File: config.mk
export PLATFORM = sky130hd
export DESIGN_NAME = axis_pkt_gen
export DESIGN_NICKNAME = d
export VERILOG_FILES = /design/src/rtl/axis_pkt_gen_pkg.sv /design/src/rtl/axis_pkt_gen.sv
export SDC_FILE = /design/constraint.sdc
export NUM_CORES = 1
export LEC_CHECK = 0
export ABC_AREA = 1
export ABC_CLOCK_PERIOD_IN_PS = 3700
export BUFFER_PORTS_ARGS = -buffer_cell sky130_fd_sc_hd__buf_4
export CAP_MARGIN = 20
export CORE_MARGIN = 3
export CORE_UTILIZATION = 63
export CTS_BUF_LIST = sky130_fd_sc_hd__clkbuf_8
export CTS_CLUSTER_DIAMETER = 200
export DETAILED_ROUTE_END_ITERATION = 16
export PLACE_DENSITY_LB_ADDON = 0.12
export SKIP_LAST_GASP = 1
export SLEW_MARGIN = 5
export SYNTH_ARGS = -nofsm -noshare
export SYNTH_HDL_FRONTEND = slang
export SYNTH_SLANG_ARGS = --single-unit
File: constraint.sdc
create_clock -name clk -period 3.7 [get_ports clk]
set_input_delay 0.74 -clock clk [delete_from_list [all_inputs] [get_ports clk]]
set_output_delay 0.74 -clock clk [all_outputs]
set_load 0.1 [all_outputs]
File: src/rtl/axis_pkt_gen_pkg.sv
`default_nettype none
// ============================================================================
// Module   : axis_pkt_gen_pkg
// Brief    : State encoding and default widths for the AXI-Stream packet
//            generator.
// Revision : 1.0 - initial release
// ============================================================================
package axis_pkt_gen_pkg;

    localparam int C_DEF_DATA_WIDTH = 16;
    localparam int C_DEF_LEN_WIDTH  = 8;
    localparam int C_DEF_CNT_WIDTH  = 16;

    typedef enum logic [1:0] {
        S_IDLE = 2'd0,
        S_SEND = 2'd1,
        S_GAP  = 2'd2
    } state_t;

endpackage
`default_nettype wire

File: src/rtl/axis_pkt_gen.sv
`default_nettype none
// ============================================================================
// Module   : axis_pkt_gen
// Brief    : AXI-Stream packet generator producing incrementing-data packets
//            of fixed length with optional inter-packet gaps.
// Revision : 1.0 - initial release
// ============================================================================
module axis_pkt_gen
    import axis_pkt_gen_pkg::*;
#(
    parameter int P_DATA_WIDTH = C_DEF_DATA_WIDTH,
    parameter int P_LEN_WIDTH  = C_DEF_LEN_WIDTH,
    parameter int P_CNT_WIDTH  = C_DEF_CNT_WIDTH
) (
    input  logic                    clk,
    input  logic                    rst,
    input  logic                    start,
    input  logic                    stop,
    input  logic [P_LEN_WIDTH-1:0]  cfg_len,
    input  logic [P_LEN_WIDTH-1:0]  cfg_gap,
    input  logic [P_CNT_WIDTH-1:0]  cfg_num_pkts,
    input  logic [P_DATA_WIDTH-1:0] cfg_seed,
    output logic                    m_axis_tvalid,
    input  logic                    m_axis_tready,
    output logic [P_DATA_WIDTH-1:0] m_axis_tdata,
    output logic                    m_axis_tlast,
    output logic                    busy,
    output logic                    done,
    output logic [P_CNT_WIDTH-1:0]  pkt_count
);

    localparam logic [P_LEN_WIDTH-1:0]  C_LEN_ONE  = P_LEN_WIDTH'(1);
    localparam logic [P_CNT_WIDTH-1:0]  C_CNT_ONE  = P_CNT_WIDTH'(1);
    localparam logic [P_DATA_WIDTH-1:0] C_DATA_ONE = P_DATA_WIDTH'(1);

    state_t                  r_state;
    logic [P_LEN_WIDTH-1:0]  r_len;
    logic [P_LEN_WIDTH-1:0]  r_gap;
    logic [P_CNT_WIDTH-1:0]  r_num;
    logic [P_LEN_WIDTH-1:0]  r_beat;
    logic [P_LEN_WIDTH-1:0]  r_gap_cnt;
    logic [P_DATA_WIDTH-1:0] r_data;
    logic [P_CNT_WIDTH-1:0]  r_pkt_count;
    logic                    r_stop_pending;
    logic                    r_tvalid;
    logic                    r_tlast;
    logic                    r_busy;
    logic                    r_done;

    state_t                  w_state_nxt;
    logic [P_LEN_WIDTH-1:0]  w_len_nxt;
    logic [P_LEN_WIDTH-1:0]  w_gap_nxt;
    logic [P_CNT_WIDTH-1:0]  w_num_nxt;
    logic [P_LEN_WIDTH-1:0]  w_beat_nxt;
    logic [P_LEN_WIDTH-1:0]  w_gap_cnt_nxt;
    logic [P_DATA_WIDTH-1:0] w_data_nxt;
    logic [P_CNT_WIDTH-1:0]  w_pkt_count_nxt;
    logic                    w_stop_pending_nxt;
    logic                    w_tvalid_nxt;
    logic                    w_tlast_nxt;
    logic                    w_done_nxt;
    logic [P_LEN_WIDTH-1:0]  w_beat_inc;
    logic [P_CNT_WIDTH-1:0]  w_pkt_inc;
    logic                    w_run_end;

    always_comb begin
        w_state_nxt        = r_state;
        w_len_nxt          = r_len;
        w_gap_nxt          = r_gap;
        w_num_nxt          = r_num;
        w_beat_nxt         = r_beat;
        w_gap_cnt_nxt      = r_gap_cnt;
        w_data_nxt         = r_data;
        w_pkt_count_nxt    = r_pkt_count;
        w_stop_pending_nxt = r_stop_pending;
        w_tvalid_nxt       = r_tvalid;
        w_tlast_nxt        = r_tlast;
        w_done_nxt         = 1'b0;
        w_beat_inc         = r_beat + C_LEN_ONE;
        // Saturation only matters for endless runs; bounded runs end first.
        w_pkt_inc          = (r_pkt_count == '1) ? r_pkt_count : r_pkt_count + C_CNT_ONE;
        w_run_end          = ((r_num != '0) && (w_pkt_inc == r_num)) || r_stop_pending || stop;

        case (r_state)
            S_IDLE: begin
                if (start && (cfg_len != '0)) begin
                    w_state_nxt        = S_SEND;
                    w_len_nxt          = cfg_len;
                    w_gap_nxt          = cfg_gap;
                    w_num_nxt          = cfg_num_pkts;
                    w_data_nxt         = cfg_seed;
                    w_beat_nxt         = '0;
                    w_pkt_count_nxt    = '0;
                    w_stop_pending_nxt = 1'b0;
                    w_tvalid_nxt       = 1'b1;
                    w_tlast_nxt        = (cfg_len == C_LEN_ONE);
                end
            end

            S_SEND: begin
                if (stop) begin
                    w_stop_pending_nxt = 1'b1;
                end
                // tvalid is always high in SEND, so tready alone marks a transfer.
                if (m_axis_tready) begin
                    w_data_nxt = r_data + C_DATA_ONE;
                    if (r_tlast) begin
                        w_pkt_count_nxt = w_pkt_inc;
                        w_beat_nxt      = '0;
                        if (w_run_end) begin
                            w_state_nxt        = S_IDLE;
                            w_tvalid_nxt       = 1'b0;
                            w_tlast_nxt        = 1'b0;
                            w_stop_pending_nxt = 1'b0;
                            w_done_nxt         = 1'b1;
                        end else if (r_gap == '0) begin
                            w_tlast_nxt = (r_len == C_LEN_ONE);
                        end else begin
                            w_state_nxt   = S_GAP;
                            w_tvalid_nxt  = 1'b0;
                            w_tlast_nxt   = 1'b0;
                            w_gap_cnt_nxt = r_gap - C_LEN_ONE;
                        end
                    end else begin
                        w_beat_nxt  = w_beat_inc;
                        w_tlast_nxt = (w_beat_inc == (r_len - C_LEN_ONE));
                    end
                end
            end

            S_GAP: begin
                if (stop) begin
                    w_state_nxt        = S_IDLE;
                    w_stop_pending_nxt = 1'b0;
                    w_done_nxt         = 1'b1;
                end else if (r_gap_cnt == '0) begin
                    w_state_nxt  = S_SEND;
                    w_tvalid_nxt = 1'b1;
                    w_tlast_nxt  = (r_len == C_LEN_ONE);
                end else begin
                    w_gap_cnt_nxt = r_gap_cnt - C_LEN_ONE;
                end
            end

            default: begin
                w_state_nxt  = S_IDLE;
                w_tvalid_nxt = 1'b0;
                w_tlast_nxt  = 1'b0;
            end
        endcase
    end

    always_ff @(posedge clk or negedge rst) begin
        if (!rst) begin
            r_state        <= S_IDLE;
            r_len          <= '0;
            r_gap          <= '0;
            r_num          <= '0;
            r_beat         <= '0;
            r_gap_cnt      <= '0;
            r_data         <= '0;
            r_pkt_count    <= '0;
            r_stop_pending <= 1'b0;
            r_tvalid       <= 1'b0;
            r_tlast        <= 1'b0;
            r_busy         <= 1'b0;
            r_done         <= 1'b0;
        end else begin
            r_state        <= w_state_nxt;
            r_len          <= w_len_nxt;
            r_gap          <= w_gap_nxt;
            r_num          <= w_num_nxt;
            r_beat         <= w_beat_nxt;
            r_gap_cnt      <= w_gap_cnt_nxt;
            r_data         <= w_data_nxt;
            r_pkt_count    <= w_pkt_count_nxt;
            r_stop_pending <= w_stop_pending_nxt;
            r_tvalid       <= w_tvalid_nxt;
            r_tlast        <= w_tlast_nxt;
            r_busy         <= (w_state_nxt != S_IDLE);
            r_done         <= w_done_nxt;
        end
    end

    assign m_axis_tvalid = r_tvalid;
    assign m_axis_tdata  = r_data;
    assign m_axis_tlast  = r_tlast;
    assign busy          = r_busy;
    assign done          = r_done;
    assign pkt_count     = r_pkt_count;

endmodule
`default_nettype wire

Yosys cells after proc, flatten, opt, wreduce, memory -nomap -nowiden:

Index checks and enable logic that the tools add are counted.

* register bits: 87
* input bits: 53
* logic and storage cells: 111

* add/sub/neg operators: 6
* equality and inequality tests: 17
* mux-type cells: 55
* reductions and logical operators: 20

Operator list (count)
* 16-bit 2-to-1 mux: 6
* 8-bit 2-to-1 mux: 9
* 16-bit case mux with 2 select lines: 2
* 16-bit by 1-bit adder with 16-bit output, second input constant: 2
* 8-bit case mux with 2 select lines: 2
* 1-bit 2-to-1 mux: 24
* 8-bit by 1-bit subtractor with 8-bit output, second input constant: 3
* 2-bit inequality test, second input constant: 9
* 16-bit equality test: 1
* 16-bit equality test, second input constant: 1
* 8-bit by 1-bit equality test with 1-bit output, second input constant: 2
* 8-bit zero test: 2
* 16-bit nonzero test: 1
* 2-bit 2-to-1 mux: 7
* 1-bit case mux with 3 select lines: 3
* 8-bit by 1-bit adder with 8-bit output, second input constant: 1
* 8-bit equality test: 1
* 4-bit AND reduction: 2
* 8-bit nonzero test: 1
* 7-bit AND reduction: 1
* 2-bit case mux with 3 select lines: 1
* 3-bit AND reduction: 2
* 6-bit AND reduction: 1
* 2-bit nonzero test: 3
* other kinds (9): 11

Logic depth before layout (Yosys ltp):

* depth in word-level cells: 11
* depth in mapped cells: 18

Worst setup path after synthesis:

No wires, ideal clock.

* kind: register to register
* from: register r_pkt_count[0] (netlist: pkt_count[0])
* to: register r_gap_cnt[3]
* setup time: 0.123 ns
* arrival: 2.765 ns
* path slack: 0.812 ns
* cell stages (with the launch flop): 18
* period minus slack after synthesis: 2.888 ns
* cell sequence: dfrtp_1 ha_1 nand2_1 nor2_2 nand2_2 nor2_4 nand2_1 nand3_1 nand2_1 inv_1 nand3_1 nor2_1 nand3_2 nand2_4 nand2_4 nand2_4 buf_12 o21ai_1

* longest elaborated chain between the ends: 8
* elaborated cells between the ends (all ways): 9
* classes of those cells: add/sub (1); eq/ne (3); mux (1); reduce/logical (4)

Ends and longest elaborated chain
* from (decl): line axis_pkt_gen.sv:43 `logic [P_CNT_WIDTH-1:0] r_pkt_count;`
* from (signal assigned): line axis_pkt_gen.sv:176 `r_pkt_count <= w_pkt_count_nxt;`
* 16-bit by 1-bit adder with 16-bit output or 16-bit equality test (tied branches): line axis_pkt_gen.sv:81 `w_pkt_inc = (r_pkt_count == '1) ? r_pkt_count : r_pkt_count + C_CNT_ONE;`
* 16-bit 2-to-1 mux (*): line axis_pkt_gen.sv:81
* 16-bit equality test (*): line axis_pkt_gen.sv:82 `w_run_end = ((r_num != '0) && (w_pkt_inc == r_num)) || r_stop_pending || stop;`
* 1-bit logical AND (*): line axis_pkt_gen.sv:82
* 1-bit logical OR (*) (2 in series): line axis_pkt_gen.sv:82
* 2-bit inequality test (no source line) (*)
* 7-bit AND reduction (no source line) (*)
* to (signal assigned): line axis_pkt_gen.sv:174 `r_gap_cnt <= w_gap_cnt_nxt;`
* to (decl): line axis_pkt_gen.sv:41 `logic [P_LEN_WIDTH-1:0] r_gap_cnt;`

Every way passes the cells marked *; elsewhere a longest branch is shown, timed or not.
A chain may end at the register's enable or synchronous reset.

Final worst setup path:

* from: register r_pkt_count[1] (netlist: pkt_count[1])
* to: register r_gap_cnt[7]

The elaborated chain is that of the path after synthesis.

==> flow_metrics.tcl <==
set metrics [dict create \
    required_ns 3.98 \
    grt_pass1_vias 5066 \
    worstSkewPairLatency_ns 0.36 \
    crit_end "r_gap_cnt[7]" \
    holdWs_ns 0.223 \
    clock-root-buffer "clkbuf_8" \
    antenna_found_initial 0 \
    endpoint_kind "flop" \
    slew_headroom 0.428 \
    synth_top_area_frac 0.400 \
    clkPwrFrac 0.136 \
    power_density_mw_per_mm2 811 \
    dr_wl_met3_um 974 \
    clkSinkCount 87 \
    num_rows 33 \
    synth_area_mm2 0.00544 \
    ant_nets 0 \
    reg2reg_depth 17 \
    ios 89 \
    vias 5275 \
    grt_pass1_wl_mm 23.4 \
    die_height_um 98.9 \
    syn-num-nets 798 \
    power.internal_uw 2490 \
    drc 0 \
    cts_resized 0 \
    outcome "finished, final reports clean" \
    min_path_type "in -> async" \
    fillers 635 \
    p_sw_uw 2720 \
    initial_core_util 0.655 \
    crit_path_start "pkt_count[1]" \
    hpwlAfterDp_mm 10.6 \
    finalHoldViolations 0 \
    dr.pass1.iters 6 \
    dr_wl_met2_mm 6.99 \
    h-tree-depth 3 \
    top_layer "met4" \
    worst_setup_path_start_kind "flop" \
    io_buffers 88 \
    period_needed_ns 2.56 \
    worst_pin_slew_ns 0.854 \
    r2r_end "r_gap_cnt[7]" \
    syn_avg_cell_area_um2 7.41 \
    grt_max_degree 88 \
    worst_slack_ns 1.14 \
    drv_cap 0 \
    peakVddDrop_uv 937 \
    power_frac_seq 0.307 \
    grt.total_usage 0.295 \
    finalClockSkew_ns 0.0134 \
    drtIter0Drc 342 \
    gp_congestion 0.943 \
    drive_gt1_frac 0.183 \
    synth_ff_type "dfrtp_1" \
    fin_nets 885 \
    switching_share 0.523 \
    wirelength_mm 14.2 \
    synthArstFlopShare 1.00 \
    core-area_mm2 0.00830 \
    cts_tree "built" \
    setup_viol 0 \
    max-clock-path-buffers 2 \
    p_total_uw 5210 \
    path_class "reg -> reg" \
    seq_area_frac_synth 0.400 \
    synth_edf_count 0 \
    rsz0062_at_grt "no" \
    fmax_ghz 0.391 \
    synth_cell_types 43 \
    met1_length_mm 5.99 \
    fp.dieW_um 98.9 \
    cts-buffers-inserted 9 \
    hold_buffers 0 \
    clk_pin_slew_worst_paths_ns 0.10 \
    setup_tns_ns 0 \
    dp_slack_ns 1.03 \
    diodes 0 \
    finalCritPeriodShare 0.691 \
    ys_ff_latch 87 \
    synth_cells 734 \
    slew_violations 0 \
    overflow 0 \
    cp.arrival_ns 2.84 \
    regToRegSetupSlack_ns 1.14 \
    synth_top_cell_by_area "dfrtp_1" \
    yosys_warnings 0 \
    path_max_fanout 14 \
    yosys-top-cells-area "dfrtp_1 40%, nand2_1 13%, o21ai_0 6.8%" \
    post_cts_buffers 0 \
    viasPerCell 5.67 \
    utilization 0.774 \
    rr_startpoint "pkt_count[1]" \
    die_area_mm2 0.00978 \
    combPwrFrac 0.557 \
    syn2layout_area_growth_pct 18.1 \
    post_drt_wl_per_cell_um 15.3 \
    p_leak_uw 0.00317 \
]
## layout make-up
class                      count  area [um^2]  area share
multi-input combinational    526         2790       0.435
sequential                    87         2180       0.339
timing repair buffer          94          726       0.113
inverter                     103          388      0.0604
clock buffer                  11          151      0.0236
tap                          105          131      0.0205
clock inverter                 5         57.6     0.00896
## logic make-up after synthesis
group           count (synthesis)  synth area share
simple gates                  359             0.307
flops                          87             0.400
fa+ha+maj                      11            0.0253
xor+xnor                       34            0.0562
buf+inv                       121            0.0884
compound gates                122             0.122
## state kept, by name, indices dropped and copies added, names as in the netlist
signal	count
m_axis_tvalid	1
r_gap	8
r_gap_cnt	8
done	1
m_axis_tdata	16
r_state	2
m_axis_tlast	1
r_num	16
r_beat	8
pkt_count	16
r_stop_pending	1
busy	1
r_len	8
## worst min path at each step
stage / to / slack [ns] / cells after the start
final: r_beat[4] / 0.22 / 1
after CTS: r_gap_cnt[2] / 0.49 / 2
after floorplan: busy / 0.44 / 0
after global placement: r_gap_cnt[0] / 0.47 / 2
after detailed placement: r_gap_cnt[2] / 0.47 / 2
after global routing: r_beat[4] / 0.22 / 1
## metrics by stage
step           cell area (um^2)  instances
3_3_place_gp               6180        914
2_1_floorplan              5440        734
3_5_place_dp               6180        914
5_1_grt                    6420        931
6_report                   6420        931
4_1_cts                    6390        930
## critical path, stage by stage (launching register included)
cell and delay [ns]:
dfrtp_1 0.48, ha_1 0.28, nand2_1 0.11, nor2_2 0.14, nand2_2 0.12, nor2_4 0.16
nand2_1 0.08, nand3_1 0.10, nand2_1 0.08, inv_1 0.07, nand3_1 0.08, nor2_1 0.13
nand3_2 0.13, nand2_4 0.12, nand2_4 0.07, nand2_4 0.17, nand2_1 0.08, o21ai_1 0.09
## synth_stat cells (2+ instances only)
library cell,n
a21oi_1,7
o21ai_0,74
clkinv_1,4
nand2_2,8
nand3_2,4
nor2_2,4
nor3_1,10
nand2_1,183
nor2_4,5
a22oi_1,2
nand4_1,17
nor4_1,5
a31oi_1,4
dfrtp_1,87
nand2_4,6
xor2_1,26
or2_2,3
nand3_1,55
ha_1,11
o21ai_2,2
o21ai_1,11
nor2_1,54
o22ai_1,16
clkbuf_1,15
xnor2_1,7
inv_2,4
inv_1,94
## power by group through the flow
stage | sequential [uW] | clock (uW) | combinational (uW)
after floorplan | 2270 | 0 | 1510
after global placement | 1580 | 0 | 2780
after detailed placement | 1600 | 0 | 2860
after CTS | 1590 | 708 | 2880
after global routing | 1640 | 743 | 3170
final | 1600 | 708 | 2900
## metal layers
layer  vias up  track usage
met3        32       0.0481
met5         -            0
met4         0       0.0809
met1      2480        0.393
met2       211        0.499
li1       2552            -
## placed cells by master, fill, tap and decap left out, drive strengths merged
cell type  synthesis  final
nand2            197    197
inv               98     99
buf                3     94
dfrtp             87     87
o21ai             87     87
nor2              64     64
nand3             60     60
xor2              27     27
nand4             17     17
o22ai             16     16
ha                11     11
clkbuf            15     11
nor3              10     10
xnor2              7      7
a21oi              7      7
clkinv             5      6
nor4               5      5
a31oi              4      4
or2                3      3
a22oi              2      2
clkinvlp           0      2
nand2b             1      1
a21boi             1      1
nand3b             1      1
o31ai              1      1
o21bai             1      1
nor4b              1      1
a2bb2oi            1      1
a32oi              1      1
o211ai             1      1
bufinv             0      1
Power figures use the tool's default switching activity.
